===== src/rtl/tile_painter_pkg.sv =====
// Shared types, frame constants and the border shading helper for tile_painter.
package tile_painter_pkg;

    typedef enum logic [1:0] {
        DRAW_TILE    = 2'b00,
        CLEAR_TILE   = 2'b01,
        CLEAR_SCREEN = 2'b10,
        NOP          = 2'b11
    } op_t;

    typedef enum logic {
        IDLE  = 1'b0,
        PAINT = 1'b1
    } state_t;

    localparam int TILE_W  = 8;
    localparam int FRAME_W = 128;

    // Halve each 4-bit R/G/B channel independently (no carry between channels).
    function automatic logic [11:0] shade(input logic [11:0] color);
        return {1'b0, color[11:9], 1'b0, color[7:5], 1'b0, color[3:1]};
    endfunction

endpackage


===== src/rtl/tile_pixel_counter.sv =====
// Row/col pixel counter pair; wraps at the tile edge or, in full mode, the frame edge.
module tile_pixel_counter #(
    parameter int CW = 7,
    parameter int TW = 3
) (
    input  logic          clk,
    input  logic          reset,
    input  logic          clear,
    input  logic          step,
    input  logic          full,
    output logic [CW-1:0] row_nxt,
    output logic [CW-1:0] col_nxt,
    output logic          last
);
    localparam logic [CW-1:0] ONE      = {{(CW-1){1'b0}}, 1'b1};
    localparam logic [CW-1:0] TILE_MAX = {{(CW-TW){1'b0}}, {TW{1'b1}}};

    logic [CW-1:0] row, col, lim;
    logic          col_end, row_end;

    always_comb begin
        lim     = full ? {CW{1'b1}} : TILE_MAX;
        col_end = (col == lim);
        row_end = (row == lim);
        last    = col_end && row_end;
        col_nxt = col_end ? '0 : col + ONE;
        row_nxt = col_end ? (row_end ? '0 : row + ONE) : row;
    end

    always_ff @(posedge clk) begin
        if (reset || clear) begin
            row <= '0;
            col <= '0;
        end else if (step) begin
            row <= row_nxt;
            col <= col_nxt;
        end
    end

endmodule


===== src/rtl/tile_painter.sv =====
// Tile drawing engine: turns one command into a burst of single-pixel RAM writes.
module tile_painter
    import tile_painter_pkg::*;
#(
    parameter int                    DATA_WIDTH = 12,
    parameter int                    ADDR_WIDTH = 14,
    parameter int                    TILE_BITS  = 3,
    parameter logic [DATA_WIDTH-1:0] BG_COLOR   = 12'h000
) (
    input  logic                              clk,
    input  logic                              reset,
    input  logic                              cmd_valid,
    output logic                              cmd_ready,
    input  logic [1:0]                        cmd_op,
    input  logic [ADDR_WIDTH/2-TILE_BITS-1:0] cmd_tx,
    input  logic [ADDR_WIDTH/2-TILE_BITS-1:0] cmd_ty,
    input  logic [DATA_WIDTH-1:0]             cmd_color,
    output logic                              we,
    output logic [ADDR_WIDTH-1:0]             addr_w,
    output logic [DATA_WIDTH-1:0]             din,
    output logic                              busy,
    output logic                              done
);
    localparam int CW = ADDR_WIDTH / 2;
    localparam int TW = TILE_BITS;
    localparam int XW = CW - TW;
    localparam logic [TW-1:0] TMAX = {TW{1'b1}};

    state_t                state, state_n;
    op_t                   op_q, op_s;
    logic [XW-1:0]         tx_q, ty_q, tx_s, ty_s;
    logic [DATA_WIDTH-1:0] color_q, color_s, din_n;
    logic [ADDR_WIDTH-1:0] addr_n;
    logic [CW-1:0]         row_nxt, col_nxt, pix_row, pix_col;
    logic                  idle, border, cnt_last, cnt_clear, cnt_step, latch, we_n, done_n;

    tile_pixel_counter #(.CW(CW), .TW(TW)) u_cnt (
        .clk     (clk),
        .reset   (reset),
        .clear   (cnt_clear),
        .step    (cnt_step),
        .full    (op_q == CLEAR_SCREEN),
        .row_nxt (row_nxt),
        .col_nxt (col_nxt),
        .last    (cnt_last)
    );

    assign cmd_ready = (state == IDLE);

    always_ff @(posedge clk) begin
        if (reset) state <= IDLE;
        else       state <= state_n;
    end

    always_comb begin
        state_n   = state;
        we_n      = 1'b0;
        done_n    = 1'b0;
        latch     = 1'b0;
        cnt_clear = 1'b0;
        cnt_step  = 1'b0;
        case (state)
            IDLE: if (cmd_valid) begin
                latch = 1'b1;
                if (op_t'(cmd_op) == NOP) begin
                    done_n = 1'b1;
                end else begin
                    state_n   = PAINT;
                    we_n      = 1'b1;
                    cnt_clear = 1'b1;
                end
            end
            PAINT: if (cnt_last) begin
                state_n = IDLE;
                done_n  = 1'b1;
            end else begin
                we_n     = 1'b1;
                cnt_step = 1'b1;
            end
            default: state_n = IDLE;
        endcase
    end

    // The output registers are loaded one pixel ahead: on acceptance pixel (0,0)
    // comes straight from the command inputs, afterwards from the counter's next value.
    always_comb begin
        idle    = (state == IDLE);
        op_s    = idle ? op_t'(cmd_op) : op_q;
        tx_s    = idle ? cmd_tx : tx_q;
        ty_s    = idle ? cmd_ty : ty_q;
        color_s = idle ? cmd_color : color_q;
        pix_row = idle ? '0 : row_nxt;
        pix_col = idle ? '0 : col_nxt;
        border  = (pix_row[TW-1:0] == '0) || (pix_row[TW-1:0] == TMAX) ||
                  (pix_col[TW-1:0] == '0) || (pix_col[TW-1:0] == TMAX);
        if (op_s == CLEAR_SCREEN) addr_n = {pix_row, pix_col};
        else                      addr_n = {ty_s, pix_row[TW-1:0], tx_s, pix_col[TW-1:0]};
        if (op_s == DRAW_TILE) din_n = border ? shade(color_s) : color_s;
        else                   din_n = BG_COLOR;
    end

    always_ff @(posedge clk) begin
        if (reset) begin
            op_q    <= NOP;
            tx_q    <= '0;
            ty_q    <= '0;
            color_q <= '0;
            we      <= 1'b0;
            busy    <= 1'b0;
            done    <= 1'b0;
            addr_w  <= '0;
            din     <= '0;
        end else begin
            we   <= we_n;
            busy <= we_n;
            done <= done_n;
            if (we_n) begin
                addr_w <= addr_n;
                din    <= din_n;
            end
            if (latch) begin
                op_q    <= op_t'(cmd_op);
                tx_q    <= cmd_tx;
                ty_q    <= cmd_ty;
                color_q <= cmd_color;
            end
        end
    end

endmodule


===== config.mk =====
export PLATFORM = sky130hd
export DESIGN_NAME = tile_painter
export DESIGN_NICKNAME = d
export VERILOG_FILES = /design/src/rtl/tile_painter_pkg.sv /design/src/rtl/tile_pixel_counter.sv /design/src/rtl/tile_painter.sv
export SDC_FILE = /design/constraint.sdc
export NUM_CORES = 1
export LEC_CHECK = 0
export ABC_CLOCK_PERIOD_IN_PS = 2700
export CAP_MARGIN = 20
export CORE_MARGIN = 4
export CORE_UTILIZATION = 25
export DETAILED_ROUTE_END_ITERATION = 6
export SETUP_SLACK_MARGIN = 0.15
export SLEW_MARGIN = 25
export SYNTH_ARGS = -nofsm -noshare
export SYNTH_HDL_FRONTEND = slang
export SYNTH_HIERARCHICAL = 1
export SYNTH_SLANG_ARGS = --single-unit

===== constraint.sdc =====
create_clock -name clk -period 2.7 [get_ports clk]
set_input_delay 0.405 -clock clk [delete_from_list [all_inputs] [get_ports clk]]
set_output_delay 0.405 -clock clk [all_outputs]
set_load 0.03 [all_outputs]

==> reports/results.tsv, run 1 <==
metric	value	unit
clk_lat worst skew	0.33	ns
GRT overflow	0	
sequential area share after synthesis	40.44	%
internal power	2.025	mW
Comb power frac	13.1	%
via count	2921	
Rel. slew slack	46.45	%
Num CTS Buffers	9	
Critical Path RT	2.30	ns
CP Class	reg2out	
# setup viols final	0	
Critical Path End Type	primary output	
CP startpoint	busy$_SDFF_PP0_	
Async SR Flop Fraction	0	%
Routed Antenna Nets	0	
Hold Vio Cnt, Final	0	
Sw Pwr	638.7	uW
Placement Rows	40	
# nets final	454	
Cell Pwr Density	608.7	nW/um^2
EDFF count, synth	0	
Cell Area, Synth	3168	sq um
Syn Area/Cell	8.727	sq um
DRT Wirelength	8.759	mm
Leakage	1.594	nW
CP startpoint kind	flop	
global-route wire length before repair	14.14	mm
period utilization	90.34	%
clock buffer depth	2	
worst reg-to-reg path cell count	11	
Initial Utilization	25.94	%
share of cells above drive strength 1	18.52	%
DRC	0	
# IOs	55	
Flop pwr share	38.1	%
Post-synth top cells	dfxtp_1 (64), nand2_1 (59), a21oi_1 (33)	
setup slack, reg-to-reg	0.29	ns
syn_nets	390	
post-synth cell types	54	
largest area contributor in the synthesized netlist	dfxtp_1	
Setup Skew	0.01022	ns
CP arrival	2.03	ns
WL per Instance	14.60	um
DRT Pass-1 Iters	4	
ys flop type	dfxtp_1	
core region area	12210	sq um
Reg clk slew, reported paths	0.05	ns
most area-consuming cells after synthesis	dfxtp_1 (40%), nand2_1 (7.0%), a21oi_1 (5.2%)	
Die Span Y	120.6	um
clock sinks	64	
CTS hold repair buffers	0	
chip width	120.6	um
worst r2r src	u_cnt/row[0]$_SDFFE_PP0P_	
Syn. warnings	6	
Max-Cap Viols	0	
sw frac	23.98	%
vias per std cell	4.868	
CP Capture Point	cmd_ready	
Crit Path Max Fanout	18	
peak supply drop	0.0003030	V
sum of negative setup slack	0	ns
Reg-to-Reg End	u_cnt/col[3]$_SDFFE_PP0P_	
Core Util, Final	35.84	%
largest net degree at the start of global routing	26	
Slew @ Worst Pin	0.8033	ns
most numerous cell in the Yosys netlist	dfxtp_1	
GRT Resource Usage Total	12.32	%
Antenna diodes	0	
Clk network pwr share	48.9	%
Die ar.	14540	sq um
Final min period	2.439	ns
Synth top area share	40.44	%
Pins Over Slew Limit	0	
Buffers on Ports	54	
antenna violations before repair	0	
GP Congestion	0.8167	
placed cells	580	
RSZ-0062 raised after global routing	yes	
Synth Instances	363	
dpl hpwl	6.245	mm
H-tree Lvls	3	
Root Driver	clkbuf_16	
Layout Cells excl Fill	600	
outcome	finished clean	
vias in the first global route	2825	
synthesis-stage register bit count	64	
Area growth syn-to-layout	38.15	%
Max Clk Rate	410.0	MHz
Hold Path Class	reg2reg	
CTS tree	built	
Iter 0 DRT Violations	224	
[worst max-delay path, cell delays in order, from the launching register on]
cell and delay, ns:
dfxtp_1 0.83, inv_1 0.22, clkdlybuf4s50_1 0.65
[power by group through the flow]
stage,combinational (mW),sequential (mW),clock [mW]
floorplan,0.186,1.05,0
global placement,0.334,1.03,0
detailed placement,0.338,1.03,0
CTS,0.340,1.01,1.32
global route,0.376,1.02,1.37
finish,0.349,1.01,1.30
[stage by stage]
step	hold WS, ns	instance area, sq um	power (mW)	setup slack (ns)
after floorplan	0.4319	3177	1.236	0.1704
after global placement	0.4389	3948	1.365	0.1684
after detailed placement	0.4433	3948	1.370	0.09187
after CTS	0.4506	4297	2.671	0.1838
after global routing	0.4702	4377	2.766	0.1342
final	0.4504	4377	2.664	0.2609
[placed cells by master (no fill, tap or decap), types with 8 or more instances in the layout]
cell and count:
a21oi_1 33, a32o_1 11, clkbuf_16 9, clkdlybuf4s50_1 54
dfxtp_1 61, mux2_2 10, nor2_1 13, inv_1 8
a22oi_1 8, or3_1 13, o2bb2ai_1 8, nand3_1 14
nand2_1 59, buf_4 24, mux2i_1 8
[state kept, by name, indices dropped and copies added, names as in the netlist]
name       cells
addr_w        14
busy           1
color_q       12
din           12
done           1
op_q           2
tx_q           4
ty_q           4
u_cnt/col      7
u_cnt/row      7
[final cells by class]
| type | count | area [sq um] |
|---|---|---|
| clock inverter | 4 | 73.82 |
| inverter | 10 | 37.54 |
| timing repair buffer | 83 | 803.3 |
| multi-input combinational | 259 | 1700 |
| sequential | 64 | 1285 |
| clock buffer | 12 | 266.5 |
| tap | 168 | 210.2 |
| fill | 1251 | 7835 |
[how the worst min path moves through the flow]
stage | cells after the start | start | slack [ns] | end
after floorplan | 2 | color_q[0]$_SDFFE_PP0P_ | 0.43 | color_q[0]$_SDFFE_PP0P_
after global placement | 2 | color_q[7]$_SDFFE_PP0P_ | 0.44 | color_q[7]$_SDFFE_PP0P_
after detailed placement | 2 | color_q[0]$_SDFFE_PP0P_ | 0.44 | color_q[0]$_SDFFE_PP0P_
after CTS | 2 | color_q[0]$_SDFFE_PP0P_ | 0.45 | color_q[0]$_SDFFE_PP0P_
after global routing | 2 | color_q[0]$_SDFFE_PP0P_ | 0.47 | color_q[0]$_SDFFE_PP0P_
final | 2 | ty_q[2]$_SDFFE_PP0P_ | 0.45 | ty_q[2]$_SDFFE_PP0P_
[per-layer routing]
layer  track usage, %  vias to the layer above  wire length, um
met5                0                        -                0
met4            4.603                        0              133
met3            3.461                       12              396
met2            19.98                       68             4204
met1            15.55                     1397             4025
li1                 -                     1444                -
[timing repair]
action,CTS,global route
gates resized for setup,1,15
endpoints found under the setup margin,9,33
setup buffers,0,4
cloned,0,0
endpoints found under the hold margin,0,0
[kinds of logic after synthesis]
kind of cell    count (synthesis)  share of synthesized area (%)
xor+xnor                       10                          2.764
simple gates                  131                          20.66
flops                          64                          40.44
fa+ha+maj                       2                         0.7898
compound gates                 98                          21.88
mux                            18                          6.082
buf+inv                        40                          7.385
Note: power is estimated with default switching activity, not from simulation.
==> run 2: changes to the inputs <==
--- a/config.mk
+++ b/config.mk
@@ -5,11 +5,12 @@
 export SDC_FILE = /design/constraint.sdc
 export NUM_CORES = 1
 export LEC_CHECK = 0
-export ABC_CLOCK_PERIOD_IN_PS = 2700
+export ABC_CLOCK_PERIOD_IN_PS = 1960
 export CAP_MARGIN = 20
 export CORE_MARGIN = 4
 export CORE_UTILIZATION = 25
 export DETAILED_ROUTE_END_ITERATION = 6
+export HOLD_SLACK_MARGIN = 0.03
 export SETUP_SLACK_MARGIN = 0.15
 export SLEW_MARGIN = 25
 export SYNTH_ARGS = -nofsm -noshare
==> constraint.sdc (replaced) <==
create_clock -name clk -period 1.96 [get_ports clk]
set_input_delay 0.294 -clock clk [delete_from_list [all_inputs] [get_ports clk]]
set_output_delay 0.294 -clock clk [all_outputs]
set_load 0.03 [all_outputs]
==> reports/results.tsv, run 2 (same netlist as run 1, synthesis figures left out) <==
metric	value	unit
Leakage	1.923	nW
CTS hold repair buffers	0	
global-route wire length before repair	15.32	mm
# nets final	511	
CP Class	reg2reg	
dpl hpwl	7.080	mm
max FFs per register	14	
Antenna diodes	0	
H-tree Lvls	3	
DRT Wirelength	10.10	mm
Hold Path Class	reg2reg	
most common cell after layout, fill and taps aside	buf_4	
Die Span Y	120.6	um
outcome	complete, but fails checks	
Routed Antenna Nets	0	
# setup viols final	39	
Slew @ Worst Pin	0.5633	ns
worst path buffer plus inverter count	2	
GRT Resource Usage Total	13.34	%
Area growth syn-to-layout	60.15	%
Die ar.	14540	sq um
most frequent cells in the layout	buf_4 (68), dfxtp_1 (60), nand2_1 (56), clkdlybuf4s50_1 (51), a21oi_1 (28)	
vias in the first global route	3060	
Reg clk slew, reported paths	0.05	ns
DRC	0	
vias per std cell	4.832	
Critical Path End Type	flop	
clock sinks	64	
clock buffer depth	2	
Placement Rows	40	
CP top delay family	simple AND/OR/NAND/NOR gates	
Final min period	2.322	ns
Num CTS Buffers	9	
Setup WS post-layout	-0.3619	ns
Iter 0 DRT Violations	195	
share of cells above drive strength 1	33.61	%
core region area	12210	sq um
Pins Over Slew Limit	0	
Core Util, Final	41.55	%
Critical Path RT	2.18	ns
largest registers	addr_w: 14 flops, color_q: 12 flops, din: 12 flops	
GP Congestion	0.8792	
critical path cell sequence	nor2b_4 > and4bb_1 > buf_4 > a22oi_2 > nand2_1 > o21ai_2 > or3_4 > nand2_4 > buf_12 > or3_1 > a32o_1	
Setup Skew	0.006156	ns
failing checks	negative setup slack	
WL per Instance	15.47	um
DRT Pass-1 Iters	4	
clk_lat worst skew	0.33	ns
Buffers on Ports	54	
final instance area	5074	sq um
period utilization	118.5	%
Rel. slew slack	62.16	%
Cell Pwr Density	670.9	nW/um^2
antenna violations before repair	0	
Top reg by flops	addr_w	
CTS tree	built	
peak supply drop	0.0003226	V
via count	3155	
Max stage delay on crit path	0.32	ns
Initial Utilization	25.94	%
chip width	120.6	um
Max-Cap Viols	0	
GRT overflow	0	
Hold Vio Cnt, Final	0	
largest net degree at the start of global routing	22	
crit path max-delay cell type	dfxtp_2	
CP startpoint kind	flop	
Crit Path Max Fanout	9	
Power Total	3.404	mW
Root Driver	clkbuf_16	
CP arrival	2.54	ns
sum of negative setup slack	-9.178	ns
placed cell area	4330	sq um
# IOs	55	
Max Clk Rate	430.7	MHz
RSZ-0062 raised after global routing	yes	
run 2: path summary, 6_finish.rpt:
path / slack, ns / cells after the start / startpoint / end
max: -0.36 / 11 / op_q[1]$_SDFFE_PP1P_ / din[8]$_SDFFE_PP0P_
min: 0.45 / 2 / tx_q[3]$_SDFFE_PP0P_ / tx_q[3]$_SDFFE_PP0P_
min reg2reg: 0.45 / 2 / tx_q[3]$_SDFFE_PP0P_ / tx_q[3]$_SDFFE_PP0P_
max reg2reg: -0.36 / 11 / op_q[1]$_SDFFE_PP1P_ / din[8]$_SDFFE_PP0P_
run 2: area by class of cell:
cell class | instances | area [sq um]
Fill cell | 1185 | 7138
Multi-Input combinational cell | 259 | 1902
Timing Repair Buffer | 140 | 1376
Sequential cell | 64 | 1286
Clock buffer | 10 | 239.0
Tap cell | 168 | 210.2
Inverter | 10 | 50.05
Clock inverter | 2 | 10.01
run 2: per-layer routing:
| layer | up-vias | share of wire, % | track usage, % |
|---|---|---|---|
| met5 | - | 0 | 0 |
| met4 | 0 | 1.9 | 5.524 |
| met3 | 15 | 4.8 | 3.227 |
| met2 | 77 | 48 | 21.31 |
| met1 | 1511 | 46 | 17.21 |
| li1 | 1552 | - | - |
run 2: stage by stage:
step	hold WS [ns]	cells	worst slack [ns]
4_1_cts	0.4541	640	-0.3315
2_1_floorplan	0.4182	363	-0.4479
3_3_place_gp	0.4389	625	-0.4420
6_report	0.4504	653	-0.3619
5_1_grt	0.4736	653	-0.4935
3_5_place_dp	0.4464	625	-0.5190
run 2: report_power, final:
| group | switching (mW) | internal (mW) | leakage [nW] | total, mW |
|---|---|---|---|---|
| combinational | 0.318 | 0.301 | 1.28 | 0.619 |
| sequential | 0.0343 | 1.36 | 0.521 | 1.39 |
| clock | 0.539 | 0.854 | 0.126 | 1.39 |
| total | 0.892 | 2.51 | 1.92 | 3.40 |
run 2: tightest hold or removal path, cell delays in order (launching register included):
cell	delay [ns]
dfxtp_1	0.30
nand2_1	0.05
a21oi_1	0.05
run 2: what timing repair did:
| action | in CTS | in global routing |
|---|---|---|
| setup endpoints to repair | 42 | 41 |
| gates resized for setup | 25 | 38 |
| cloned | 1 | 3 |
| setup buffers | 2 | 10 |
| pin swaps | 7 | 12 |
==> run 3: changes to the inputs <==
--- a/config.mk
+++ b/config.mk
@@ -10,6 +10,7 @@
 export CORE_MARGIN = 4
 export CORE_UTILIZATION = 25
 export DETAILED_ROUTE_END_ITERATION = 6
+export GPL_ROUTABILITY_DRIVEN = 0
 export HOLD_SLACK_MARGIN = 0.03
 export SETUP_SLACK_MARGIN = 0.15
 export SLEW_MARGIN = 25
==> reports/results.tsv, run 3 (same netlist as run 1, synthesis figures left out) <==
metric	value	unit
Reg-to-Reg End	din[4]$_SDFFE_PP0P_	
crit path max-delay cell type	dfxtp_2	
fill count	1205	
Die ar.	14540	sq um
CP startpoint kind	flop	
antenna violations before repair	0	
Setup WS post-layout	-0.3601	ns
CP arrival	2.54	ns
most common cell after layout, fill and taps aside	buf_4	
Placement Rows	40	
Iter 0 DRT Violations	199	
# setup viols final	40	
core region area	12210	sq um
Hold Vio Cnt, Final	0	
Routed Antenna Nets	0	
largest net degree at the start of global routing	25	
clock buffer depth	2	
Rel. slew slack	56.34	%
DRC	0	
# IOs	55	
via count	3161	
CTS tree	built	
Hold Path Origin	tx_q[2]$_SDFFE_PP0P_	
worst reg-to-reg path cell count	10	
vias per std cell	4.848	
Num CTS Buffers	9	
vias in the first global route	3182	
chip width	120.6	um
Max stage delay on crit path	0.35	ns
worst r2r src	u_cnt/col[0]$_SDFFE_PP0P_	
WL per Instance	15.36	um
RSZ-0062 raised after global routing	yes	
Root Driver	clkbuf_16	
CP top delay family	simple AND/OR/NAND/NOR gates	
Crit Path Max Fanout	10	
DRT Wirelength	10.02	mm
outcome	complete, but fails checks	
clock sinks	64	
# nets final	507	
share of cells above drive strength 1	33.88	%
Stages on worst setup path	10	
Max-Cap Viols	0	
Fin Hold WS	0.4537	ns
Leakage	1.901	nW
Die Span Y	120.6	um
setup slack, reg-to-reg	-0.36	ns
placed cell area	4323	sq um
final instance area	5065	sq um
Area growth syn-to-layout	59.87	%
H-tree Lvls	3	
Max Clk Rate	431.0	MHz
Reg clk slew, reported paths	0.05	ns
Hold Path Class	reg2reg	
max FFs per register	14	
worst slack at placement	-0.5395	ns
critical path cell sequence	ha_4 > and4_4 > a22o_4 > nand2_4 > xnor2_4 > or3_4 > nand2_8 > buf_12 > or3_1 > a32o_1	
clk_lat worst skew	0.33	ns
Buffers on Ports	54	
period utilization	118.4	%
Slew @ Worst Pin	0.6500	ns
Critical Path RT	2.18	ns
CP startpoint	u_cnt/col[0]$_SDFFE_PP0P_	
global-route wire length before repair	16.13	mm
CP Capture Point	din[4]$_SDFFE_PP0P_	
Critical Path End Type	flop	
Top reg by flops	addr_w	
peak supply drop	0.0003889	V
worst path buffer plus inverter count	1	
most frequent cells in the layout	buf_4 (65), dfxtp_1 (60), nand2_1 (56), clkdlybuf4s50_1 (51), a21oi_1 (29)	
Initial Utilization	25.94	%
Pins Over Slew Limit	0	
Power Total	3.569	mW
Antenna diodes	0	
CTS hold repair buffers	0	
Setup Skew	0.009982	ns
CP Class	reg2reg	
largest registers	addr_w: 14 flops, color_q: 12 flops, din: 12 flops	
GRT Resource Usage Total	13.90	%
GRT overflow	0	
Cell Pwr Density	704.7	nW/um^2
DRT Pass-1 Iters	4	
Final min period	2.320	ns
failing checks	negative setup slack	
dpl hpwl	6.994	mm
-- run 3: power breakdown --
part           internal (mW)  switching, mW  leakage (nW)  total, mW
Sequential              1.36         0.0342         0.522       1.39
Combinational          0.285          0.305          1.24      0.590
Clock                   1.02          0.574         0.142       1.59
-- run 3: how the worst min path moves through the flow --
stage	cells past startpoint	endpoint
final	2	tx_q[2]$_SDFFE_PP0P_
after global routing	2	ty_q[0]$_SDFFE_PP0P_
after CTS	2	tx_q[2]$_SDFFE_PP0P_
after detailed placement	1	addr_w[4]$_SDFFE_PP0P_
after global placement	2	color_q[3]$_SDFFE_PP0P_
after floorplan	2	op_q[1]$_SDFFE_PP1P_
-- run 3: layout make-up --
class	count	area [sq um]	area share, %
multi-input combinational	259	1931	38.12
timing repair buffer	136	1290	25.47
sequential	64	1286	25.40
clock buffer	11	242.7	4.792
tap	168	210.2	4.150
clock inverter	4	55.05	1.087
inverter	10	50.05	0.9881
-- run 3: stage by stage --
step | cells | TNS [ns] | util (%)
floorplan | 363 | -9.848 | -
global placement | 624 | -12.17 | 35.40
detailed placement | 624 | -15.61 | 35.40
CTS | 647 | -7.201 | 40.09
global route | 652 | -14.85 | 41.48
finish | 652 | -10.89 | 41.48
-- run 3: what timing repair did --
item | CTS | global route
pin swaps | 16 | 10
cloned | 1 | 1
setup endpoints to repair | 42 | 41
endpoints found under the hold margin | 0 | 0
buffers inserted | 7 | 4
gates resized for setup | 49 | 20
-- run 3: worst min-delay path, cell delays in order (launching register included) --
cell     delay (ns)
dfxtp_1        0.30
nand2_1        0.05
a21oi_1        0.05
-- run 3: metal layers --
layer	up-vias	track usage (%)	wire, um
met3	13	3.087	427
li1	1547	-	-
met4	0	4.887	165
met2	73	23.82	5087
met5	-	0	0
met1	1528	17.13	4337
